`src/rtl/nfc_command_reset_seq.sv`:
```
// NAND reset sequencer: issues FFh/FCh/FAh resets through the ACG CA path to the
// selected ways (parallel or one way at a time) and supervises each way's R/B line.
module nfc_command_reset_seq #(
  parameter int                      NumberOfWays = 4,
  parameter logic [5:0]              CommandID    = 6'b000001,
  parameter logic [4:0]              TargetID     = 5'b00101,
  parameter int                      RBLowWindow  = 64,
  parameter int                      TimeoutWidth = 24,
  parameter logic [TimeoutWidth-1:0] TimeoutLimit = 24'hFFFFFF
) (
  input  logic                    iSystemClock,
  input  logic                    iReset,
  input  logic [5:0]              iOpcode,
  input  logic [4:0]              iTargetID,
  input  logic [4:0]              iSourceID,
  input  logic [31:0]             iAddress,
  input  logic                    iCMDValid,
  output logic                    oCMDReady,
  input  logic [NumberOfWays-1:0] iWaySelect,
  output logic                    oStart,
  output logic                    oLastStep,
  output logic [NumberOfWays-1:0] oWayTimeout,
  output logic [7:0]              oACG_Command,
  output logic [2:0]              oACG_CommandOption,
  input  logic [7:0]              iACG_Ready,
  input  logic [7:0]              iACG_LastStep,
  output logic [NumberOfWays-1:0] oACG_TargetWay,
  output logic [15:0]             oACG_NumOfData,
  output logic                    oACG_CASelect,
  output logic [39:0]             oACG_CAData,
  input  logic [NumberOfWays-1:0] iACG_ReadyBusy
);

  localparam int                 LowCntW = $clog2(RBLowWindow + 1);
  localparam logic [LowCntW-1:0] LowLast = LowCntW'(RBLowWindow - 1);

  typedef enum logic [3:0] {
    IDLE, SELWAY, CMDISSUE, CMDWAIT, ADDRISSUE,
    ADDRWAIT, WAITRBLOW, WAITRBHIGH, NEXTWAY, DONE
  } state_t;

  state_t                  state_q, state_d;
  logic [1:0]              mode_q, mode_d;
  logic                    seq_q, seq_d;
  logic [7:0]              lun_q, lun_d;
  logic [NumberOfWays-1:0] mask_q, mask_d;
  logic [NumberOfWays-1:0] remain_q, remain_d;
  logic [NumberOfWays-1:0] target_q, target_d;
  logic [NumberOfWays-1:0] timeout_q, timeout_d;
  logic [NumberOfWays-1:0] rbStage1_q, rbStage2_q;
  logic [LowCntW-1:0]      lowCnt_q, lowCnt_d;
  logic [TimeoutWidth-1:0] toCnt_q, toCnt_d;

  logic                    accept;
  logic                    acgIdle;
  logic                    caDone;
  logic                    wRB;
  logic                    rbHigh;
  logic                    caActive;
  logic                    addrPhase;
  logic [7:0]              cmdByte;
  logic [NumberOfWays-1:0] lowestWay;
  logic                    unusedInputs;

  assign unusedInputs = ^{iSourceID, iAddress[31:16], iAddress[7:5], iAddress[3:2],
                          iACG_Ready[7], iACG_LastStep[7], iACG_LastStep[5:0]};

  assign oStart    = (iOpcode == CommandID) && (iTargetID == TargetID) && iCMDValid;
  assign accept    = oStart && (state_q == IDLE);
  assign acgIdle   = &iACG_Ready[6:0];
  assign caDone    = iACG_LastStep[6];
  assign lowestWay = remain_q & (~remain_q + NumberOfWays'(1));

  // Parallel mode only counts as ready once every selected way has released R/B.
  assign wRB    = |rbStage2_q;
  assign rbHigh = seq_q ? wRB : &(rbStage2_q | ~mask_q);

  always_comb begin
    case (mode_q)
      2'b01:   cmdByte = 8'hFC;
      2'b10:   cmdByte = 8'hFA;
      default: cmdByte = 8'hFF;
    endcase
  end

  always_comb begin
    state_d   = state_q;
    mode_d    = mode_q;
    seq_d     = seq_q;
    lun_d     = lun_q;
    mask_d    = mask_q;
    remain_d  = remain_q;
    target_d  = target_q;
    timeout_d = timeout_q;
    unique case (state_q)
      IDLE: begin
        if (accept) begin
          mode_d    = iAddress[1:0];
          seq_d     = iAddress[4];
          lun_d     = iAddress[15:8];
          mask_d    = iWaySelect;
          remain_d  = iWaySelect;
          timeout_d = '0;
          state_d   = SELWAY;
        end
      end
      SELWAY: begin
        if (remain_q == '0) begin
          state_d = NEXTWAY;
        end else begin
          target_d = seq_q ? lowestWay : remain_q;
          state_d  = CMDISSUE;
        end
      end
      CMDISSUE:  if (acgIdle) state_d = CMDWAIT;
      CMDWAIT:   if (caDone) state_d = (mode_q == 2'b10) ? ADDRISSUE : WAITRBLOW;
      ADDRISSUE: if (acgIdle) state_d = ADDRWAIT;
      ADDRWAIT:  if (caDone) state_d = WAITRBLOW;
      WAITRBLOW: if (!wRB || (lowCnt_q == LowLast)) state_d = WAITRBHIGH;
      WAITRBHIGH: begin
        if (rbHigh) begin
          state_d = NEXTWAY;
        end else if (toCnt_q == TimeoutLimit) begin
          timeout_d = timeout_q | target_q;
          state_d   = NEXTWAY;
        end
      end
      NEXTWAY: begin
        remain_d = remain_q & ~target_q;
        state_d  = (remain_d != '0) ? SELWAY : DONE;
      end
      DONE:    state_d = IDLE;
      default: state_d = IDLE;
    endcase
  end

  // Both supervision counters restart on any state change and stick at all-ones.
  always_comb begin
    lowCnt_d = lowCnt_q;
    toCnt_d  = toCnt_q;
    if (state_d != state_q) begin
      lowCnt_d = '0;
      toCnt_d  = '0;
    end else begin
      if ((state_q == WAITRBLOW) && (lowCnt_q != '1)) lowCnt_d = lowCnt_q + LowCntW'(1);
      if ((state_q == WAITRBHIGH) && (toCnt_q != '1)) toCnt_d = toCnt_q + TimeoutWidth'(1);
    end
  end

  always_ff @(posedge iSystemClock or negedge iReset) begin
    if (!iReset) begin
      state_q    <= IDLE;
      mode_q     <= 2'b00;
      seq_q      <= 1'b0;
      lun_q      <= 8'h00;
      mask_q     <= '0;
      remain_q   <= '0;
      target_q   <= '0;
      timeout_q  <= '0;
      rbStage1_q <= '0;
      rbStage2_q <= '0;
      lowCnt_q   <= '0;
      toCnt_q    <= '0;
    end else begin
      state_q    <= state_d;
      mode_q     <= mode_d;
      seq_q      <= seq_d;
      lun_q      <= lun_d;
      mask_q     <= mask_d;
      remain_q   <= remain_d;
      target_q   <= target_d;
      timeout_q  <= timeout_d;
      rbStage1_q <= target_q & iACG_ReadyBusy;
      rbStage2_q <= rbStage1_q;
      lowCnt_q   <= lowCnt_d;
      toCnt_q    <= toCnt_d;
    end
  end

  assign caActive  = state_q inside {CMDISSUE, CMDWAIT, ADDRISSUE, ADDRWAIT};
  assign addrPhase = state_q inside {ADDRISSUE, ADDRWAIT};

  assign oCMDReady          = (state_q == IDLE);
  assign oLastStep          = (state_q == DONE);
  assign oWayTimeout        = timeout_q;
  assign oACG_TargetWay     = target_q;
  assign oACG_Command       = caActive ? 8'h40 : 8'h00;
  assign oACG_CommandOption = 3'b000;
  assign oACG_NumOfData     = caActive ? 16'd1 : 16'd0;
  assign oACG_CASelect      = ~addrPhase;
  assign oACG_CAData        = caActive ? {(addrPhase ? lun_q : cmdByte), 32'h0} : 40'h0;

endmodule

```
`config.mk`:
```
export PLATFORM = sky130hd
export DESIGN_NAME = nfc_command_reset_seq
export DESIGN_NICKNAME = d
export VERILOG_FILES = /design/src/rtl/nfc_command_reset_seq.sv
export SDC_FILE = /design/constraint.sdc
export NUM_CORES = 1
export LEC_CHECK = 0
export BUFFER_PORTS_ARGS = -buffer_cell sky130_fd_sc_hd__buf_2
export CAP_MARGIN = 10
export CELL_PAD_IN_SITES_DETAIL_PLACEMENT = 1
export CELL_PAD_IN_SITES_GLOBAL_PLACEMENT = 2
export CORE_ASPECT_RATIO = 2
export CORE_UTILIZATION = 33
export CTS_CLUSTER_SIZE = 28
export DETAILED_ROUTE_END_ITERATION = 8
export PLACE_DENSITY_LB_ADDON = 0.1
export RECOVER_POWER = 100
export SLEW_MARGIN = 30
export SYNTH_ARGS = -nofsm -noshare
export SYNTH_HDL_FRONTEND = slang
export SYNTH_SLANG_ARGS = --single-unit
```
`constraint.sdc`:
```
create_clock -name iSystemClock -period 2.9 [get_ports iSystemClock]
set_input_delay 0 -clock iSystemClock [delete_from_list [all_inputs] [get_ports iSystemClock]]
set_output_delay 0 -clock iSystemClock [all_outputs]
set_load 0.01 [all_outputs]
```
# After elaboration in Yosys (flattened, before gate mapping)
# Index checks and enable logic that the tools add are counted.
[word_totals]
reg_bits = 70
word_cells = 98
inputBits = 75
[classes]
n_eq_ne = 21
bitwise = 10
n_mux = 29
reduce_logical = 23
add_sub_neg = 3
[ops]
columns = ["cell", "n"]
rows = [
  ["$mux W4", 15],
  ["$mux W24", 2],
  ["$mux W40", 1],
  ["$pmux W4 S9", 1],
  ["$add A24 B1 Y24 const B", 1],
  ["$eq A24 B24 Y1 const B", 1],
  ["$ne A24 B24 Y1 const B", 1],
  ["$mux W7", 3],
  ["$eq A4 B3 Y1 const B", 4],
  ["$pmux W4 S2", 2],
  ["$and A4 B4 Y4", 3],
  ["$not A4 Y4", 3],
  ["$reduce_bool A2 Y1", 5],
  ["$eq A4 B2 Y1 const B", 2],
  ["$eq A4 B4 Y1 const B", 2],
  ["$logic_not A4 Y1", 2],
  ["$mux W8", 1],
  ["$or A4 B4 Y4", 2],
  ["$reduce_and A4 Y1", 2],
  ["$reduce_bool A4 Y1", 2],
  ["$add A7 B1 Y7 const B", 1],
  ["$eq A7 B6 Y1 const B", 1],
  ["$ne A7 B7 Y1 const B", 1],
  ["$reduce_and A7 Y1", 1],
  ["other kinds (18)", 27],
]

# Logic depth before layout (Yosys ltp)
[logic_depth]
depth_word = 8
ltp_mapped = 8

# Worst setup path after synthesis
# OpenSTA, ideal clock, no wires.
[synth_path]
path_kind = "reg-to-reg"
start = "register state_q[1]"
end = "register lun_q[7]"
required_ps = 2772
n_path_buf = 2
arrival_ps = 1826
synth_period_minus_slack_ps = 1953
setup_time_ps = 128
path_stages_with_launch = 7
path_slack_ps = 947
path_cell_list = "dfrtp_1 -> buf_4 -> or3_1 -> nor2_1 -> and4_1 -> buf_2 -> mux2_1"
[synth_between]
elab_chain_cells = 3
[synth_rtl]
columns = ["item", "line", "rtl"]
rows = [
  ["from (decl)", "42", "state_t state_q, state_d;"],
  ["from (signal assigned)", "165", "state_q <= state_d;"],
  ["$logic_not A4 Y1 *", "--", ""],
  ["net oCMDReady", "18", "output logic oCMDReady,"],
  ["$logic_and A1 B1 Y1", "69", "assign accept = oStart && (state_q == IDLE);"],
  ["$reduce_and A2 Y1 (no line) *", "--", ""],
  ["to (signal assigned)", "168", "lun_q <= lun_d;"],
  ["to (decl)", "45", "logic [7:0] lun_q, lun_d;"],
]
# Mark *: on every way through the listed nets, which the timed path passes. The rest lies on a longest branch.
# A chain may end at the register's enable or synchronous reset.

# Worst setup path in the final report
[layout_path]
start = "register state_q[2]"
end = "register lun_q[4]"
[layout_between]
elab_chain_cells = 3
[layout_rtl]
columns = ["item", "line"]
rows = [
  ["$logic_not A4 Y1 *", "69, 95"],
  ["$logic_and A1 B1 Y1", "69"],
  ["$reduce_and A2 Y1 (no line) *", "--"],
]
# Every way passes the cells marked *; elsewhere a longest branch is shown, timed or not.

==> impl_metrics.toml <==
[finish]
flow.area_growth_from_synthesis_pct = 12.0
final_core_util_pct = 38.1
finish.net_count = 592
fin_area_um2 = 5010
diodes = 0
final_layout_size_suffix_gt1_share_pct = 17.6

[power]
power.density_nw_per_um2 = 628
power.switching_w = 0.00105
comb_power_share_pct = 22.8
intPower_w = 0.00209
fin_total_pwr_w = 0.00315
power_leakage_nw = 2.23
peakVddDrop_mv = 0.305
seqPwrFrac_pct = 39.1
p_sw_share_pct = 33.5
p_clk_share_pct = 38.1

[drt]
post_drt_wl_per_cell_um = 16.8
drt_wl_total_um = 11300
route.antenna.remaining_nets = 0
drtIter0Drc = 97
drt-vias-per-instance = 5.00
dr_total_vias = 3343
detail_route.drc_violations = 6
detailedRoute.firstPassIterationCount = 6

[floorplanning]
floorplan.rows = 59
num_io_pins = 154
die-width_um = 84.3
chipHeight_um = 167
effective_utilization_at_floorplan_pct = 34.0
dieArea_um2 = 14000
core_area_um2 = 13100

[yosys]
postSynthRegisterBits = 70
synth.most_common_cell = "sky130_fd_sc_hd__dfrtp_1"
synth_enable_flop_cells = 0
ys_seq_area_share_pct = 39.2
yosys.area.top_type_share_pct = 39.2
synth.top_cells.by_area = "sky130_fd_sc_hd__dfrtp_1, sky130_fd_sc_hd__buf_4, sky130_fd_sc_hd__nor3_2"
synthCells = 430
yosys.cell_types.count = 64
ys.flop_type = "sky130_fd_sc_hd__dfrtp_1"
synth_top_cells_by_count = "sky130_fd_sc_hd__dfrtp_1, sky130_fd_sc_hd__buf_4, sky130_fd_sc_hd__nand2_1, sky130_fd_sc_hd__nor3_2, sky130_fd_sc_hd__xnor2_1"
synthesis.area_per_instance_um2 = 10.4
ys_warn_count = 0
synthesis.area_um2 = 4470
synth_area_leader_cell = "sky130_fd_sc_hd__dfrtp_1"
postSynth.asyncResetShare_pct = 100

[grt]
first_global_vias = 3546
grt_antenna_before_repair = 0
leftover_overflow_at_the_end_of_global_routing = 0
grt_pass1_wl_um = 18600
grt_start_max_net_pins = 37
track_usage_pct = 17.1

[clock_tree]
ctsHtreeMaxLevel = 3
cts.repair.resized = 0
clk_latency_ps = 330
clkTransAtPathRegs_ps = 60
ctsLongestPathBuffers = 2
cts_tree = "built"
clock-root-buffer = "sky130_fd_sc_hd__clkbuf_16"
cts_setup_buffers = 0
cts_buffers = 9
clock-sinks = 70

[placement]
routabilityCongestion = 0.759
placedInstanceArea_um2 = 4700
post-dp-hpwl_um = 8310
io_buffers = 62
pre_cts_slack_ps = 621

[worst_setup_path]
critPathRequiredTime_ps = 3120
start_kind = "flop"
critical_path.reg2reg.endpoint = "lun_q[4]"
reg2reg_slack_ps = 470
cp_slowest_stage_delay_ps = 570
cp_max_fo = 14
critical_path.cell_chain = "or3_1 -> nor2_1 -> and4_1 -> clkbuf_1 -> mux2_2"
cp_data_arrival_time_ps = 2660
r2r-start = "state_q[2]"
master_of_the_slowest_instance_on_the_critical_path = "sky130_fd_sc_hd__dfrtp_1"
critical_path_class = "flop to flop"
reg2reg_depth = 5
critPathCaptureType = "flop"

[worst_hold_path]
holdCritPathClass = "input pin to flop"
hp_start = "iACG_LastStep[6]"
hold_end = "state_q[1]"
holdPathStages = 3

[sta]
final_tns_setup_ps = 0
grt_setup_unrepaired = "no"
layout_min_cycle_time_ps = 2430
min_period_over_period_pct = 83.9
timing.clock.skew_ps = 8.74
max-slew-margin-rel_pct = -48.2
final_hold_viol_count = 0
tightest_slew_ps = 2220
setup_ws_ps = 467
finalSetupViolCount = 0
max_fclk_mhz = 411
report.final.slew_viol_count = 35

[run_status]
status = "finished, violations left"
failing_checks = "design-rule violations, max-capacitance violations, max-slew violations"

[job]
maxCapViolCount = 1
-- flip-flops by register name (all words and copies together), names as in the netlist --
signal	flops
mode_q	2
oACG_TargetWay	4
oWayTimeout	4
remain_q	4
lun_q	8
toCnt_q	24
state_q	4
lowCnt_q	7
mask_q	4
seq_q	1
rbStage2_q	4
rbStage1_q	4
-- power groups by stage --
stage	clock network, W	registers (W)	logic (W)
after global placement	0	0.00125	0.000762
after detailed placement	0	0.00125	0.000775
final	0.00120	0.00123	0.000717
after CTS	0.00124	0.00124	0.000798
after floorplan	0	0.00117	0.000626
after global routing	0.00127	0.00125	0.000809
-- placed cells by master (no fill, tap or decap), drive strengths merged, types with 4 or more instances in the layout --
master	instances
a22oi	4
nor3	36
a2111oi	10
dfrtp	70
a21oi	16
o21ai	16
and4	4
nand4	15
o22ai	4
mux2	13
a211oi	4
buf	48
xor2	6
clkbuf	34
dlygate4sd3	20
inv	16
a41oi	5
xnor2	22
and3	4
nor2	12
nand3	13
nor4b	6
and2	4
conb	57
ha	5
nand2	36
-- worst max-delay path by stage --
stage,slack (ps),from,cells past startpoint,endpoint
after detailed placement,620,toCnt_q[0],6,toCnt_q[12]
after floorplan,950,state_q[1],6,lun_q[7]
after global placement,640,toCnt_q[0],6,toCnt_q[12]
after CTS,600,toCnt_q[0],6,toCnt_q[12]
final,470,state_q[2],5,lun_q[4]
after global routing,280,iReset,2,toCnt_q[16]
-- per-layer routing --
| metal | up-vias | global-route usage, % | routed length, um | share of wire, % |
|---|---|---|---|---|
| met1 | 1669 | 17.2 | 4110 | 36 |
| met5 | - | 0 | 0 | 0 |
| met3 | 11 | 2.92 | 298 | 2.6 |
| met4 | 0 | 6.30 | 219 | 1.9 |
| li1 | 1584 | - | - | - |
| met2 | 79 | 34.1 | 6630 | 59 |
-- cells by family (layout without fill, tap and decap cells) --
logic type	Yosys count	after routing	synth area share (%)
and+or+nand+nor	149	149	24.3
buffers and inverters	93	124	14.8
AOI/OAI and AO/OA	68	68	10.8
DFF	70	70	39.2
muxes	16	16	3.95
other	1	57	0.0839
adders and majority gates	5	5	1.40
xor gates and xnor gates	28	28	5.48
-- through the flow --
stage	instances	hold WS [ps]
floorplan	486	-296
global placement	633	200
detailed placement	633	198
CTS	669	88.6
global route	669	118
finish	669	97.6
-- critical path, delay by kind of cell (launching register included) --
kind                   cells  cell delay (ps)
and+or+nand+nor            3              850
DFF                        1              570
buffers and inverters      1              490
muxes                      1              410
-- area by class of cell --
class	count	area, um^2
Fill cell	1533	8130
Multi-Input combinational cell	323	2100
Sequential cell	70	1750
Timing Repair Buffer	93	592
Clock buffer	9	225
Tap cell	152	190
Clock inverter	7	96.3
Inverter	15	56.3
-- timing repair --
action / CTS / global route
hold buffers: 20 / 0
endpoints found under the setup margin: 0 / 0
hold endpoints to repair: 54 / 0
No activity file was read; power rests on OpenSTA's default activity.
